## src/rtl/io_access_ctrl.sv

```systemverilog
// MMIO controller for board IO: LED/segment write registers, non-blocking LED/button reads,
// and a blocking switch read that stalls the CPU until a debounced confirm-button press.
module io_access_ctrl #(
  parameter logic [31:0] SEG_ADDR        = 32'hFFFF_FFF0,
  parameter logic [31:0] LED_ADDR        = 32'hFFFF_FC60,
  parameter logic [31:0] SW_ADDR         = 32'hFFFF_FC70,
  parameter logic [31:0] BTN_ADDR        = 32'hFFFF_FC74,
  parameter int unsigned DEBOUNCE_CYCLES = 200000
) (
  input  logic        clk,
  input  logic        rst,
  input  logic        mem_rd_i,
  input  logic        mem_wr_i,
  input  logic [31:0] addr_i,
  input  logic [31:0] wdata_i,
  output logic [31:0] rdata_o,
  output logic        io_hit_o,
  output logic        stall_o,
  input  logic [15:0] sw_in_i,
  input  logic        confirm_btn_i,
  output logic [15:0] led_out_o,
  output logic [31:0] seg_data_o
);

  localparam int unsigned CntW = $clog2(DEBOUNCE_CYCLES);
  localparam logic [CntW-1:0] CntMax = CntW'(DEBOUNCE_CYCLES - 1);

  typedef enum logic [1:0] {StIdle, StWait, StDone} state_e;

  state_e          state_q, state_d;
  logic            btn_sync1_q, btn_sync2_q;
  logic [15:0]     sw_sync1_q, sw_sync2_q;
  logic [CntW-1:0] db_cnt_q, db_cnt_d;
  logic            db_level_q, db_level_d;
  logic            db_prev_q;
  logic [15:0]     sw_latch_q, sw_latch_d;
  logic [15:0]     led_q, led_d;
  logic [31:0]     seg_q, seg_d;
  logic            press;
  logic            is_rd;
  logic            sw_req;
  logic            stall;

  assign press  = db_level_q & ~db_prev_q;
  // A simultaneous store wins over the load, so the load is not seen at all.
  assign is_rd  = mem_rd_i & ~mem_wr_i;
  assign sw_req = is_rd & (addr_i == SW_ADDR);

  assign io_hit_o = (mem_rd_i | mem_wr_i) &
                    ((addr_i == SEG_ADDR) | (addr_i == LED_ADDR) |
                     (addr_i == SW_ADDR)  | (addr_i == BTN_ADDR));

  // Held in reset, the state register is already IDLE; this also kills the IDLE-cycle stall.
  assign stall_o    = stall & rst;
  assign led_out_o  = led_q;
  assign seg_data_o = seg_q;

  always_comb begin
    db_cnt_d   = '0;
    db_level_d = db_level_q;
    if (btn_sync2_q != db_level_q) begin
      if (db_cnt_q == CntMax) begin
        db_level_d = btn_sync2_q;
      end else begin
        db_cnt_d = db_cnt_q + 1'b1;
      end
    end
  end

  always_comb begin
    led_d = led_q;
    seg_d = seg_q;
    if (mem_wr_i && addr_i == LED_ADDR) led_d = wdata_i[15:0];
    if (mem_wr_i && addr_i == SEG_ADDR) seg_d = wdata_i;
  end

  always_comb begin
    state_d    = state_q;
    sw_latch_d = sw_latch_q;
    stall      = 1'b0;
    rdata_o    = '0;
    unique case (state_q)
      StIdle: begin
        if (sw_req) begin
          stall   = 1'b1;
          state_d = StWait;
        end else if (is_rd && addr_i == LED_ADDR) begin
          rdata_o = {16'b0, led_q};
        end else if (is_rd && addr_i == BTN_ADDR) begin
          rdata_o = {31'b0, db_level_q};
        end
      end
      StWait: begin
        if (!sw_req) begin
          state_d = StIdle;
        end else begin
          stall = 1'b1;
          if (press) begin
            sw_latch_d = sw_sync2_q;
            state_d    = StDone;
          end
        end
      end
      StDone: begin
        rdata_o = {16'b0, sw_latch_q};
        state_d = StIdle;
      end
      default: state_d = StIdle;
    endcase
  end

  always_ff @(posedge clk or negedge rst) begin
    if (!rst) begin
      state_q     <= StIdle;
      btn_sync1_q <= 1'b0;
      btn_sync2_q <= 1'b0;
      sw_sync1_q  <= '0;
      sw_sync2_q  <= '0;
      db_cnt_q    <= '0;
      db_level_q  <= 1'b0;
      db_prev_q   <= 1'b0;
      sw_latch_q  <= '0;
      led_q       <= '0;
      seg_q       <= '0;
    end else begin
      state_q     <= state_d;
      btn_sync1_q <= confirm_btn_i;
      btn_sync2_q <= btn_sync1_q;
      sw_sync1_q  <= sw_in_i;
      sw_sync2_q  <= sw_sync1_q;
      db_cnt_q    <= db_cnt_d;
      db_level_q  <= db_level_d;
      db_prev_q   <= db_level_q;
      sw_latch_q  <= sw_latch_d;
      led_q       <= led_d;
      seg_q       <= seg_d;
    end
  end

endmodule

```

## config.mk

```make
export PLATFORM = sky130hd
export DESIGN_NAME = io_access_ctrl
export DESIGN_NICKNAME = d
export VERILOG_FILES = /design/src/rtl/io_access_ctrl.sv
export SDC_FILE = /design/constraint.sdc
export NUM_CORES = 1
export LEC_CHECK = 0
export BUFFER_PORTS_ARGS = -buffer_cell sky130_fd_sc_hd__buf_2
export CORE_UTILIZATION = 50
export CTS_CLUSTER_DIAMETER = 50
export DETAILED_ROUTE_END_ITERATION = 12
export PLACE_DENSITY = 0.86
export SLEW_MARGIN = 20
export SYNTH_ARGS = -nofsm -noshare
export SYNTH_HDL_FRONTEND = slang
export SYNTH_SLANG_ARGS = --single-unit
export TNS_END_PERCENT = 20
```

## constraint.sdc

```tcl
create_clock -name clk -period 3.38 [get_ports clk]
set_input_delay 0.338 -clock clk [delete_from_list [all_inputs] [get_ports clk]]
set_output_delay 0.338 -clock clk [all_outputs]
set_load 0.03 [all_outputs]
```

=== Word-level counts from Yosys, hierarchy flattened ===
Cells that the tools add are included.

* Register bits after elaboration: 120
* Input bits: 85
* Output and inout port bits: 82
* Word-level logic and storage cells: 54

* $add $sub $neg: 1
* Eq/ne operators: 10
* Muxes and demuxes: 12
* Bitwise gates (word level): 11
* Reductions and logical operators: 9

{| class="wikitable"
|+ Operators with widths
! kind !! count
|-
| $eq A32 B32 Y1 const B || 4
|-
| $mux W18 || 2
|-
| $mux W16 || 2
|-
| $pmux W16 S2 || 1
|-
| $add A18 B1 Y18 const B || 1
|-
| $eq A18 B18 Y1 const B || 1
|-
| $mux W2 || 3
|-
| $and A1 B1 Y1 || 5
|-
| $logic_and A1 B1 Y1 || 4
|-
| $or A1 B1 Y1 || 4
|-
| $pmux W2 S2 || 1
|-
| $reduce_and A2 Y1 || 2
|-
| $mux W1 || 3
|-
| $ne A3 B3 Y1 const B || 1
|-
| $reduce_and A3 Y1 || 1
|-
| $eq A2 B1 Y1 const B || 1
|-
| $eq A2 B2 Y1 const B || 1
|-
| $logic_not A2 Y1 || 1
|-
| $ne A2 B2 Y1 const B || 1
|-
| $not A1 Y1 || 2
|-
| $reduce_or A2 Y1 || 1
|-
| $ne A1 B1 Y1 || 1
|}

=== Longest topological paths before layout ===
Gate-level depths: netlist of the first run.

* Word-level depth: 7
* Gate-level depth with buffers: 6
* Depth with buffers taken out: 4

=== Worst setup path before layout of the first run ===
No wires, ideal clock.

* Path type: input-to-output
* Start point: in addr_i[1]
* End point: out stall_o
* Data arrival time: 2,410 ps
* Data required time: 3,042 ps
* Path slack: 632 ps
* Stages: 4
* Path buffers: 0
* Cell sequence: or4b_4 > or4_4 > or2_2 > nor3_1

* Cells in the longest elaborated chain, start to end: 5

{| class="wikitable"
|+ RTL lines
! item !! RTL line !! source
|-
| start, declared || 14 || <nowiki>input logic [31:0] addr_i,</nowiki>
|-
| $eq A32 B32 Y1 || 47 || <nowiki>assign sw_req = is_rd & (addr_i == SW_ADDR);</nowiki>
|-
| $and A1 B1 Y1 || 47 ||
|-
| $mux W1 || 84, 94 ||
|-
| $mux W1 || -- ||
|-
| $and A1 B1 Y1 || 54 || <nowiki>assign stall_o = stall & rst;</nowiki>
|-
| end, declared || 18 || <nowiki>output logic stall_o,</nowiki>
|}

No other way between the ends.

=== Worst setup path after layout of the first run ===
* Start point: reg state_q[1]
* End point: out rdata_o[9]

* Cells in the longest elaborated chain, start to end: 2
* Elaborated cells on any way between the ends: 3
* Classes of those cells: 1 x eq/ne; 1 x mux; 1 x reduce/logical

{| class="wikitable"
|+ RTL lines
! item !! RTL line !! source
|-
| start, declared || 30 || <nowiki>state_e state_q, state_d;</nowiki>
|-
| start signal, assigned || 114 || <nowiki>state_q <= StIdle;</nowiki>
|-
| start signal, assigned || 126 || <nowiki>state_q <= state_d;</nowiki>
|-
| $eq A2 B2 Y1 / $logic_not A2 Y1 (equally long branches) || 82 || <nowiki>unique case (state_q)</nowiki>
|-
| $pmux W16 S2 * || 82 ||
|-
| end, declared || 16 || <nowiki>output logic [31:0] rdata_o,</nowiki>
|}

Mark *: on every way between the ends. The rest lies on a longest branch, timed or not.

==> metrics.csv, run 1 <==
stage,metric,value,unit
route,dr_total_vias,3522,
pwr,power.switching,0.0007466,W
synth,yosysSeqAreaShare,62.37,%
critical_path,crit_chain,"or3b_2, or4_1, nor3_2, buf_4, a22o_1, buf_2",
floorplanning,start_util,51.86,%
route,detail_route.vias_per_cell,5.320,
synth,yosys_most_used_dff,dfrtp_1,
critical_path,cp-end-kind,output port,
synth,yosys_warnings,0,
global_route,grt_pass1_vias,3637,
pwr,max-vdd-ir-drop,0.3885,mV
synth,syn_area_per_cell,14.12,µm²
pwr,intPower,0.002738,W
floorplanning,rows,35,
cells_and_area,area_delta_synth_final,34.28,%
cells_and_area,final_cells,662,
critical_path,critPathArrivalTime,2.58,ns
critical_path,slowest_stage,or3b_2,
clock_network,clock-root-buffer,clkbuf_8,
floorplanning,dieArea,10030,µm²
cells_and_area,nNetsFinal,606,
global_route,antenna_found_initial,0,
clock_network,holdBufCountCts,18,
pwr,combPwrFrac,4.1,%
timing,rsz0062_at_grt,false,
pwr,leakage,3.436,nW
route,post-route-drc-count,0,
pwr,swShare,21.42,%
clock_network,htreeDepth,4,
timing,final-hold-violation-count,0,
route,dr.first_iter.drc_count,198,
placement,dp_slack,0.6733,ns
placement,gp_congestion,0.7803,
synth,synth-seq-cells,120,
critical_path,critical_path.max_fanout,15,
global_route,overflow,0,
synth,yosysUniqueCellTypes,41,
clock_network,numClockSinks,120,
clock_network,post-cts-setup-buffers,0,
synth,synth_edf_count,0,
cells_and_area,drive_above_1_share,48.97,%
cells_and_area,antennaDiodeCount,0,
placement,io_buffers,150,
placement,dp_cells,612,
cells_and_area,regArea,3003,µm²
timing,slew_headroom,44.50,%
timing,fmax,342.8,MHz
pwr,powerDensity,539.1,nW/µm²
global_route,grt_pass1_wl,18210,µm
clock_network,ctsResizeCount,0,
timing,drv_slew,0,
run_status,outcome,finished clean,
clock_network,cts_buffers,17,
timing,min_period_over_period,86.31,%
synth,syn_area,4815,µm²
min_path,hp-class,in -> reg,
global_route,track_usage,24.46,%
placement,post-dp-hpwl,7271,µm
critical_path,crit_type,reg -> out,
timing,setup-violations-final,0,
timing,min_period,2.917,ns
floorplanning,ios,167,
cells_and_area,multiInputGateArea,1655,µm²
synth,async_flop_share,100.0,%
floorplanning,die_w,100.1,µm
timing,setup-tns-final,0,ns
timing,tightest_slew,0.8325,ns
floorplanning,core_region_area,9284,µm²
cells_and_area,fillers,641,
route,antenna_left,0,
critical_path,slowest_delay,0.48,ns
job,drv_cap,0,
synth,synth_cells,341,
route,post_drt_wl_per_cell,17.38,µm
pwr,seqPwrFrac,42.2,%
critical_path,cp.required,3.04,ns
clock_network,cts_tree,yes,
clock_network,clk_path_buf_depth,2,
route,dr.pass1.iters,5,
route,wl,11510,µm
clock_network,insertion_delay,0.51,ns
pwr,clockPowerShare,53.8,%
clock_network,clk_pin_slew_worst_paths,0.06,ns
critical_path,start_kind,flip-flop,
global_route,grt_max_degree,96,
timing,fin_skew,0.01139,ns
floorplanning,die_h,100.1,µm
timing,setup_slack,0.4628,ns
## worst max-delay path: cells and delay by family, from the launching register on
| kind | cells | cell delay, ns |
|---|---|---|
| AND/OR/NAND/NOR | 3 | 1.06 |
| buffers and inverters | 2 | 0.44 |
| flip-flops | 1 | 0.38 |
| AO/OA/AOI/OAI | 1 | 0.17 |
## synthesized netlist by cell type, types with 4 or more instances
master | number | area [µm²]
o21ai_0 | 5 | 25.02
a21oi_1 | 5 | 25.02
a22o_1 | 15 | 131.4
and3_1 | 4 | 25.02
clkbuf_1 | 7 | 26.28
mux2_2 | 54 | 608.1
or3_1 | 4 | 25.02
buf_2 | 6 | 30.03
mux2_4 | 9 | 135.1
nand3_1 | 9 | 45.04
nor3_1 | 5 | 25.02
and4_1 | 5 | 43.79
dfrtp_1 | 120 | 3003
nor2_1 | 16 | 60.06
nand4_1 | 14 | 87.58
buf_4 | 16 | 120.1
xor2_1 | 13 | 113.9
## placed cells by master (no fill, tap or decap), drive strengths merged, types with 4 or more instances in the layout
master,Yosys,layout
clkbuf,7,18
nor3,5,5
buf,24,158
nand4,14,14
a21oi,5,5
dlygate4sd3,0,18
conb,1,16
nand3,9,9
dfrtp,120,120
and3,4,4
inv,3,5
clkinv,0,5
a22o,15,15
xor2,13,13
nor2,16,16
and4,5,5
o21ai,5,5
bufinv,0,4
or3,4,4
mux2,65,65
## power groups by stage
| stage | Clock [W] | Combinational (W) | Sequential, W |
|---|---|---|---|
| finish | 0.00187 | 0.000142 | 0.00147 |
| global route | 0.00198 | 0.000157 | 0.00147 |
| CTS | 0.00190 | 0.000142 | 0.00147 |
| floorplan | 0 | 0.0000531 | 0.00149 |
| global placement | 0 | 0.000119 | 0.00149 |
| detailed placement | 0 | 0.000124 | 0.00149 |
## flip-flops by register name, summed over array words and instances, names as in the netlist
signal / cells
seg_data_o: 32
db_cnt_q: 18
led_out_o: 16
sw_latch_q: 16
sw_sync1_q: 16
sw_sync2_q: 16
state_q: 2
btn_sync1_q: 1
btn_sync2_q: 1
db_level_q: 1
db_prev_q: 1
## cell families after synthesis
| family | count (synthesis) | share of synthesized area (%) |
|---|---|---|
| flops | 120 | 62.37 |
| xor+xnor | 14 | 2.547 |
| compound gates | 27 | 4.158 |
| mux | 65 | 15.90 |
| fa+ha+maj | 1 | 0.2598 |
| simple gates | 79 | 10.14 |
| buf+inv | 34 | 4.548 |
| other cells | 1 | 0.07789 |
## through the flow
stage | total power, W | utilization [%] | area, µm² | hold WS [ns]
after global routing | 0.003609 | 69.64 | 6465 | 0.04477
after CTS | 0.003513 | 69.60 | 6461 | 0.04377
after detailed placement | 0.001618 | 60.93 | 5657 | 0.2607
final | 0.003485 | 69.64 | 6465 | 0.06468
after floorplan | 0.001545 | - | 4871 | 0.04241
after global placement | 0.001612 | 60.93 | 5657 | 0.2542
## area by class of cell
cell class	instances	share of cell area [%]
flip-flops and latches	120	46.45
repair buffers	176	15.62
multi-input cells	202	25.60
clock inverters	14	3.039
well taps	129	2.497
inverters	3	0.1742
clock buffers	18	6.619
## path summary, 6_finish.rpt
path                       slack, ns                startpoint                    endpoint  cells past startpoint
setup / recovery                0.46    state_q[1]$_DFFE_PN0P_                  rdata_o[9]                      6
hold / removal                  0.06                wdata_i[5]   seg_data_o[5]$_DFFE_PN0P_                      2
setup reg to reg                0.98    state_q[1]$_DFFE_PN0P_  sw_latch_q[12]$_DFFE_PN0P_                      5
hold reg to reg                 0.35  sw_sync1_q[11]$_DFF_PN0_    sw_sync2_q[11]$_DFF_PN0_                      0
max in group asynchronous       1.98                       rst       db_cnt_q[3]$_DFF_PN0_                      3
min in group asynchronous       0.27                       rst     sw_sync2_q[6]$_DFF_PN0_                      2
## routing by layer
metal  track usage [%]  vias to the layer above  wire length (µm)
met5                 0                        -                 0
met4             11.93                        0               246
met3             5.850                       24               705
met2             42.04                      169              6200
met1             28.90                     1769              4354
li1                  -                     1560                 -
(Power assumes the default switching activity.)
==> run 2, diff against run 1 <==
Settings changed: CTS_BUF_LIST from default to sky130_fd_sc_hd__clkbuf_8.
==> run 2 against run 1 <==
Effect of this change:
- core utilization is 3.6 points lower
- total power fell by 14%
- clock-buffer cell count is the same
- sequential share of layout area is 2.5 points higher
- critical path depth stayed put
- clock skew down 0.0032 ns
- sequential cell count did not move
- sequential power about the same
- register-to-register slack is essentially flat
- non-clock buffer count shrank 15
- via count shrank 3.9%
- critical path type unchanged
- critical endpoint is now rdata_o[15]
==> metrics.csv, run 2 (synthesized netlist as in run 1, its figures left out) <==
stage,metric,value,unit,change
floorplanning,die_w,100.1,µm,unchanged
cells_and_area,largest_register_ffs,32,,unchanged
pwr,max-vdd-ir-drop,0.4262,mV,+9.7%
cells_and_area,drive_above_1_share,50.39,%,+1.4 points
global_route,track_usage,22.63,%,-1.8 points
timing,drv_slew,0,,unchanged
clock_network,numClockSinks,120,,unchanged
clock_network,clk_path_buf_depth,2,,unchanged
clock_network,clock-root-buffer,clkbuf_8,,
route,antenna_left,0,,unchanged
cells_and_area,final_cell_mix,"buf_2, dfrtp_1, mux2_2",,
floorplanning,dieArea,10030,µm²,unchanged
global_route,overflow,0,,unchanged
timing,rsz0062_at_grt,false,,
placement,gp_congestion,0.7803,,unchanged
pwr,leakage,3.291,nW,-4.2%
cells_and_area,nNetsFinal,591,,-2.5%
clock_network,clk_pin_slew_worst_paths,0.07,ns,about the same
critical_path,rrSetupSlack,0.99,ns,about the same
timing,slew_headroom,45.21,%,+0.71 points
route,dr.pass1.iters,4,,-1
min_path,hp-class,in -> reg,,
global_route,grt_max_degree,96,,unchanged
critical_path,crit_chain,"or3b_2, or4_1, nor3_2, buf_4, a22o_1, buf_2",,
critical_path,crit_type,reg -> out,,
cells_and_area,antennaDiodeCount,0,,unchanged
floorplanning,die_h,100.1,µm,unchanged
timing,tightest_slew,0.8218,ns,-0.01064 ns
route,wl,10660,µm,-7.3%
timing,fmax,352.1,MHz,+2.7%
clock_network,cts_tree,yes,,
route,dr_total_vias,3386,,-3.9%
route,post-route-drc-count,0,,unchanged
route,dr.first_iter.drc_count,163,,-18%
clock_network,post-cts-setup-buffers,0,,unchanged
timing,fin_skew,0.008235,ns,-0.003159 ns
global_route,grt_pass1_wl,16920,µm,-7.1%
cells_and_area,area_delta_synth_final,27.42,%,
clock_network,cts_buffers,17,,unchanged
placement,io_buffers,150,,unchanged
timing,min_period,2.840,ns,-0.07675 ns
timing,setup-tns-final,0,ns,unchanged
critical_path,critical_path.max_fanout,15,,unchanged
timing,min_period_over_period,84.04,%,-2.3 points
critical_path,slowest_stage,or3b_2,,
cells_and_area,fin_area,6135,µm²,-5.1%
critical_path,cp.required,3.04,ns,about the same
pwr,powerDensity,489.5,nW/µm²,-9.2%
clock_network,insertion_delay,0.42,ns,-0.09 ns
global_route,grt_pass1_vias,3511,,-3.5%
job,drv_cap,0,,unchanged
critical_path,critPathCapture,rdata_o[15],,
route,detail_route.vias_per_cell,5.233,,-1.6%
run_status,outcome,finished clean,,
floorplanning,core_region_area,9284,µm²,unchanged
floorplanning,rows,35,,unchanged
critical_path,timing.rr.end,sw_latch_q[9]$_DFFE_PN0P_,,
timing,setup-violations-final,0,,unchanged
placement,dpl_cell_area,5657,µm²,unchanged
global_route,antenna_found_initial,0,,unchanged
critical_path,cp-end-kind,output port,,
clock_network,htreeDepth,4,,unchanged
critical_path,slowest_delay,0.48,ns,about the same
critical_path,startpoint,state_q[1]$_DFFE_PN0P_,,
timing,final-hold-violation-count,0,,unchanged
critical_path,timing.rr.start,state_q[1]$_DFFE_PN0P_,,
floorplanning,ios,167,,unchanged
placement,post-dp-hpwl,7271,µm,unchanged
critical_path,reg2reg_depth,5,,unchanged
route,post_drt_wl_per_cell,16.48,µm,-5.2%
timing,fin_hold_ws,0.02497,ns,-0.03970 ns
floorplanning,start_util,51.86,%,unchanged
critical_path,critPathArrivalTime,2.50,ns,-0.08 ns
critical_path,start_kind,flip-flop,,
cells_and_area,layout_commonest_cell,buf_2,,
-- run 2: cell count changes in the layout (fill, tap and decap cells not counted), sizes merged --
| cell | change |
|---|---|
| dlygate4sd3 | -15 |
-- run 2: what timing repair did --
action | in CTS | in global routing
resized for setup | 0 | 0
endpoints found under the setup margin | 0 | 0
endpoints found under the hold margin | 26 | 1
hold buffers | 2 | 1
-- run 2: critical path, delay by kind of cell (launching register included) --
| kind | cells | cell delay (ns) |
|---|---|---|
| flip-flops | 1 | 0.39 |
| buffers and inverters | 2 | 0.45 |
| AND/OR/NAND/NOR | 3 | 1.06 |
| AO/OA/AOI/OAI | 1 | 0.18 |
-- run 2: area by class of cell --
type / count / area [µm²]
Fill cell: 704 / 3149
Multi-Input combinational cell: 202 / 1655
Tap cell: 129 / 161.4
Clock buffer: 18 / 247.7
Sequential cell: 120 / 3003
Inverter: 3 / 11.26
Timing Repair Buffer: 161 / 859.6
Clock inverter: 14 / 196.4
-- run 2: per-layer routing --
| layer | up-vias | track usage, % | wire length, µm |
|---|---|---|---|
| met1 | 1698 | 27.02 | 4211 |
| li1 | 1526 | - | - |
| met2 | 133 | 38.04 | 5569 |
| met4 | 0 | 11.26 | 354 |
| met3 | 29 | 5.989 | 525 |
| met5 | - | 0 | 0 |
-- run 2: worst min path at each step --
| stage | start | end | slack, ns | cells past startpoint |
|---|---|---|---|---|
| 6_report | sw_in_i[7] | sw_sync1_q[7]$_DFF_PN0_ | 0.02 | 1 |
| 5_1_grt | sw_in_i[11] | sw_sync1_q[11]$_DFF_PN0_ | 0.001 | 1 |
| 4_1_cts | sw_in_i[12] | sw_sync1_q[12]$_DFF_PN0_ | 0.003 | 1 |
| 3_5_place_dp | rst | sw_sync2_q[6]$_DFF_PN0_ | 0.26 | 1 |
| 3_3_place_gp | rst | sw_latch_q[6]$_DFFE_PN0P_ | 0.25 | 1 |
| 2_1_floorplan | rst | btn_sync1_q$_DFF_PN0_ | 0.04 | 0 |
-- run 2: power breakdown --
group          leakage, nW  internal, W  switching [W]  total, W
combinational         1.48    0.0000456      0.0000811  0.000127
clock                0.216     0.000828       0.000581   0.00141
sequential            1.60      0.00146     0.00000808   0.00147
-- run 2: per-stage QoR --
| stage | total power, W | util, % | setup WS (ns) | std cells |
|---|---|---|---|---|
| 4_1_cts | 0.003029 | 65.93 | 0.5232 | 646 |
| 3_3_place_gp | 0.001612 | 60.93 | 0.7238 | 612 |
| 5_1_grt | 0.003113 | 66.08 | 0.3957 | 647 |
| 3_5_place_dp | 0.001618 | 60.93 | 0.6733 | 612 |
| 6_report | 0.003003 | 66.08 | 0.5395 | 647 |
| 2_1_floorplan | 0.001545 | - | 0.6315 | 356 |
==> run 3, diff against run 2 <==
Settings changed: ABC_AREA from default to 1, PLACE_DENSITY 0.86 to 0.85.
Clock period 3.38 ns to 2.72 ns, I/O delays scaled along.
==> run 3 against run 2 <==
Effect of this change:
- first-iteration DRC count grew 88%
- largest power group unchanged
- critical endpoint is now rdata_o[12]
- total power rose by 24%
- via count increased by 28%
- sequential power up 24%
- clock skew down 0.0010 ns
==> metrics.csv, run 3 <==
stage,metric,value,unit,change
synth,syn_area_per_cell,9.054,µm²,-36%
route,antenna_left,0,,unchanged
timing,fin_hold_ws,0.07943,ns,+0.05445 ns
synth,yosysSeqAreaShare,57.58,%,-4.8 points
placement,post-dp-hpwl,8478,µm,+17%
floorplanning,die_w,104.1,µm,+4.0%
floorplanning,die_h,104.1,µm,+4.0%
route,post_drt_wl_per_cell,12.63,µm,-23%
critical_path,crit_type,reg -> out,,
critical_path,critical_path.max_fanout,9,,-6
synth,async_flop_share,100.0,%,unchanged
route,dr_total_vias,4334,,+28%
cells_and_area,final_cell_mix,"nand2_1, buf_2, dfrtp_1",,
critical_path,reg2reg_depth,8,,+3
synth,yosys_warnings,0,,unchanged
synth,synth_top_area_share,57.58,%,-4.8 points
cells_and_area,antennaDiodeCount,0,,unchanged
timing,tightest_slew,0.5683,ns,-0.2535 ns
critical_path,cp.required,2.45,ns,-0.59 ns
synth,yosysTopAreaCell,dfrtp_1,,
critical_path,rrSetupSlack,0.91,ns,-0.08 ns
critical_path,timing.rr.start,db_cnt_q[0]$_DFF_PN0_,,
route,wl,11330,µm,+6.2%
critical_path,start_kind,flip-flop,,
global_route,grt_pass1_vias,4153,,+18%
floorplanning,core_region_area,9955,µm²,+7.2%
clock_network,numClockSinks,120,,unchanged
clock_network,clk_path_buf_depth,2,,unchanged
global_route,track_usage,22.49,%,-0.14 points
timing,final-hold-violation-count,0,,unchanged
synth,synth-seq-cells,120,,unchanged
cells_and_area,largest_register_ffs,32,,unchanged
clock_network,clk_pin_slew_worst_paths,0.07,ns,about the same
synth,yosysUniqueCellTypes,31,,-24%
critical_path,startpoint,state_q[1]$_DFFE_PN0P_,,
critical_path,timing.rr.end,db_cnt_q[14]$_DFF_PN0_,,
timing,fmax,461.3,MHz,
clock_network,cts_tree,yes,,
clock_network,insertion_delay,0.42,ns,about the same
critical_path,cp-end-kind,output port,,
timing,setup-tns-final,0,ns,unchanged
cells_and_area,area_delta_synth_final,26.85,%,
timing,drv_slew,0,,unchanged
timing,min_period_over_period,79.70,%,
clock_network,htreeDepth,4,,unchanged
timing,fin_skew,0.007226,ns,-0.001009 ns
global_route,grt_max_degree,65,,-32%
clock_network,clock-root-buffer,clkbuf_8,,
synth,synth_most_common_cell,nand2_1,,
timing,slew_headroom,62.12,%,+17 points
route,post-route-drc-count,0,,unchanged
synth,synth_edf_count,0,,unchanged
critical_path,cpMostUsedCell,nand2_1,,
route,detail_route.vias_per_cell,4.832,,-7.7%
placement,gp_congestion,0.9208,,+18%
synth,synth_cells,576,,+69%
global_route,grt_pass1_wl,19330,µm,+14%
critical_path,slowest_delay,0.42,ns,-0.06 ns
cells_and_area,nNetsFinal,837,,+42%
cells_and_area,drive_above_1_share,30.76,%,-20 points
floorplanning,rows,36,,+2.9%
pwr,max-vdd-ir-drop,0.4016,mV,-5.8%
synth,synth.area.top_cells,"dfrtp_1, nand2_1, inv_1",,
critical_path,crit_chain,"inv_1, nor2_1, buf_4, nand2_1, nand2_1, buf_2",,
route,dr.first_iter.drc_count,307,,+88%
floorplanning,start_util,52.39,%,+0.53 points
cells_and_area,layout_commonest_cell,nand2_1,,
synth,yosys_most_used_dff,dfrtp_1,,
timing,rsz0062_at_grt,false,,
job,drv_cap,0,,unchanged
min_path,hp-class,in -> reg,,
clock_network,cts_buffers,17,,unchanged
critical_path,critPathCapture,rdata_o[12],,
global_route,antenna_found_initial,0,,unchanged
placement,io_buffers,150,,unchanged
floorplanning,ios,167,,unchanged
synth,ys_top_cells_by_count,"nand2_1, dfrtp_1, inv_1, nor2_1, o21ai_1",,
timing,min_period,2.168,ns,
synth,syn_area,5215,µm²,+8.3%
cells_and_area,fin_util,66.45,%,+0.37 points
pwr,powerDensity,561.1,nW/µm²,+15%
pwr,leakage,3.625,nW,+10%
run_status,outcome,finished clean,,
timing,setup-violations-final,0,,unchanged
critical_path,slowest_stage,dfrtp_1,,
route,dr.pass1.iters,6,,+2
cells_and_area,fillers,783,,+11%
critical_path,critPathArrivalTime,1.90,ns,-0.60 ns
global_route,overflow,0,,unchanged
floorplanning,dieArea,10840,µm²,+8.1%
==> run 3: cell type report <==
| class | count | area (µm²) | area share, % |
|---|---|---|---|
| tap | 133 | 166.4 | 2.516 |
| clock inverter | 15 | 192.7 | 2.913 |
| timing repair buffer | 175 | 985.9 | 14.90 |
| inverter | 63 | 236.5 | 3.575 |
| clock buffer | 17 | 234.0 | 3.537 |
| sequential | 120 | 3003 | 45.39 |
| multi-input combinational | 374 | 1797 | 27.16 |
==> run 3: cell families after synthesis <==
logic type	Yosys count	synth area share, %
and+or+nand+nor	291	24.95
DFF	120	57.58
buffers and inverters	97	9.045
AOI/OAI and AO/OA	58	6.766
xor gates and xnor gates	8	1.344
adders and majority gates	1	0.2399
other	1	0.07191
==> run 3: timing repair <==
| action | in CTS | in global routing |
|---|---|---|
| endpoints found under the hold margin | 55 | 0 |
| hold buffers | 18 | 0 |
| resized for setup | 0 | 0 |
| setup buffers | 0 | 0 |
==> run 3: per-stage QoR <==
step / power (W) / cell area [µm²] / cells / worst slack [ns]
global route: 0.003863 / 6615 / 897 / 0.4245
finish: 0.003712 / 6615 / 897 / 0.5522
CTS: 0.003746 / 6615 / 897 / 0.5346
floorplan: 0.001947 / 5271 / 591 / 1.068
global placement: 0.002035 / 6008 / 847 / 0.9397
detailed placement: 0.002044 / 6008 / 847 / 0.8726
==> run 3: how the worst min path moves through the flow <==
| stage | from | end | slack (ns) | depth (start not counted) |
|---|---|---|---|---|
| after floorplan | rst | btn_sync1_q$_DFF_PN0_ | -0.02 | 0 |
| after global placement | rst | seg_data_o[1]$_DFFE_PN0P_ | 0.27 | 1 |
| after detailed placement | rst | seg_data_o[3]$_DFFE_PN0P_ | 0.28 | 1 |
| after CTS | wdata_i[19] | seg_data_o[19]$_DFFE_PN0P_ | 0.06 | 3 |
| after global routing | wdata_i[16] | seg_data_o[16]$_DFFE_PN0P_ | 0.07 | 3 |
| final | wdata_i[19] | seg_data_o[19]$_DFFE_PN0P_ | 0.08 | 3 |
==> run 3: worst max-delay path, delay by kind of cell, from the launching register on <==
| kind | cells | cell delay (ns) |
|---|---|---|
| and+or+nand+nor | 3 | 0.50 |
| buffers and inverters | 3 | 0.56 |
| DFF | 1 | 0.42 |
==> run 3: power by group <==
| group | internal [W] | switching [W] | leakage [nW] |
|---|---|---|---|
| logic | 0.0000778 | 0.000127 | 1.82 |
| registers | 0.00181 | 0.0000105 | 1.60 |
| clock network | 0.000928 | 0.000756 | 0.213 |
| total | 0.00282 | 0.000894 | 3.63 |
==> run 3: metal layers <==
layer  GRT usage, %  share of wire, %
met4          8.776               1.6
met1          28.78                44
met5              0                 0
met2          37.33                49
met3          4.950               4.8
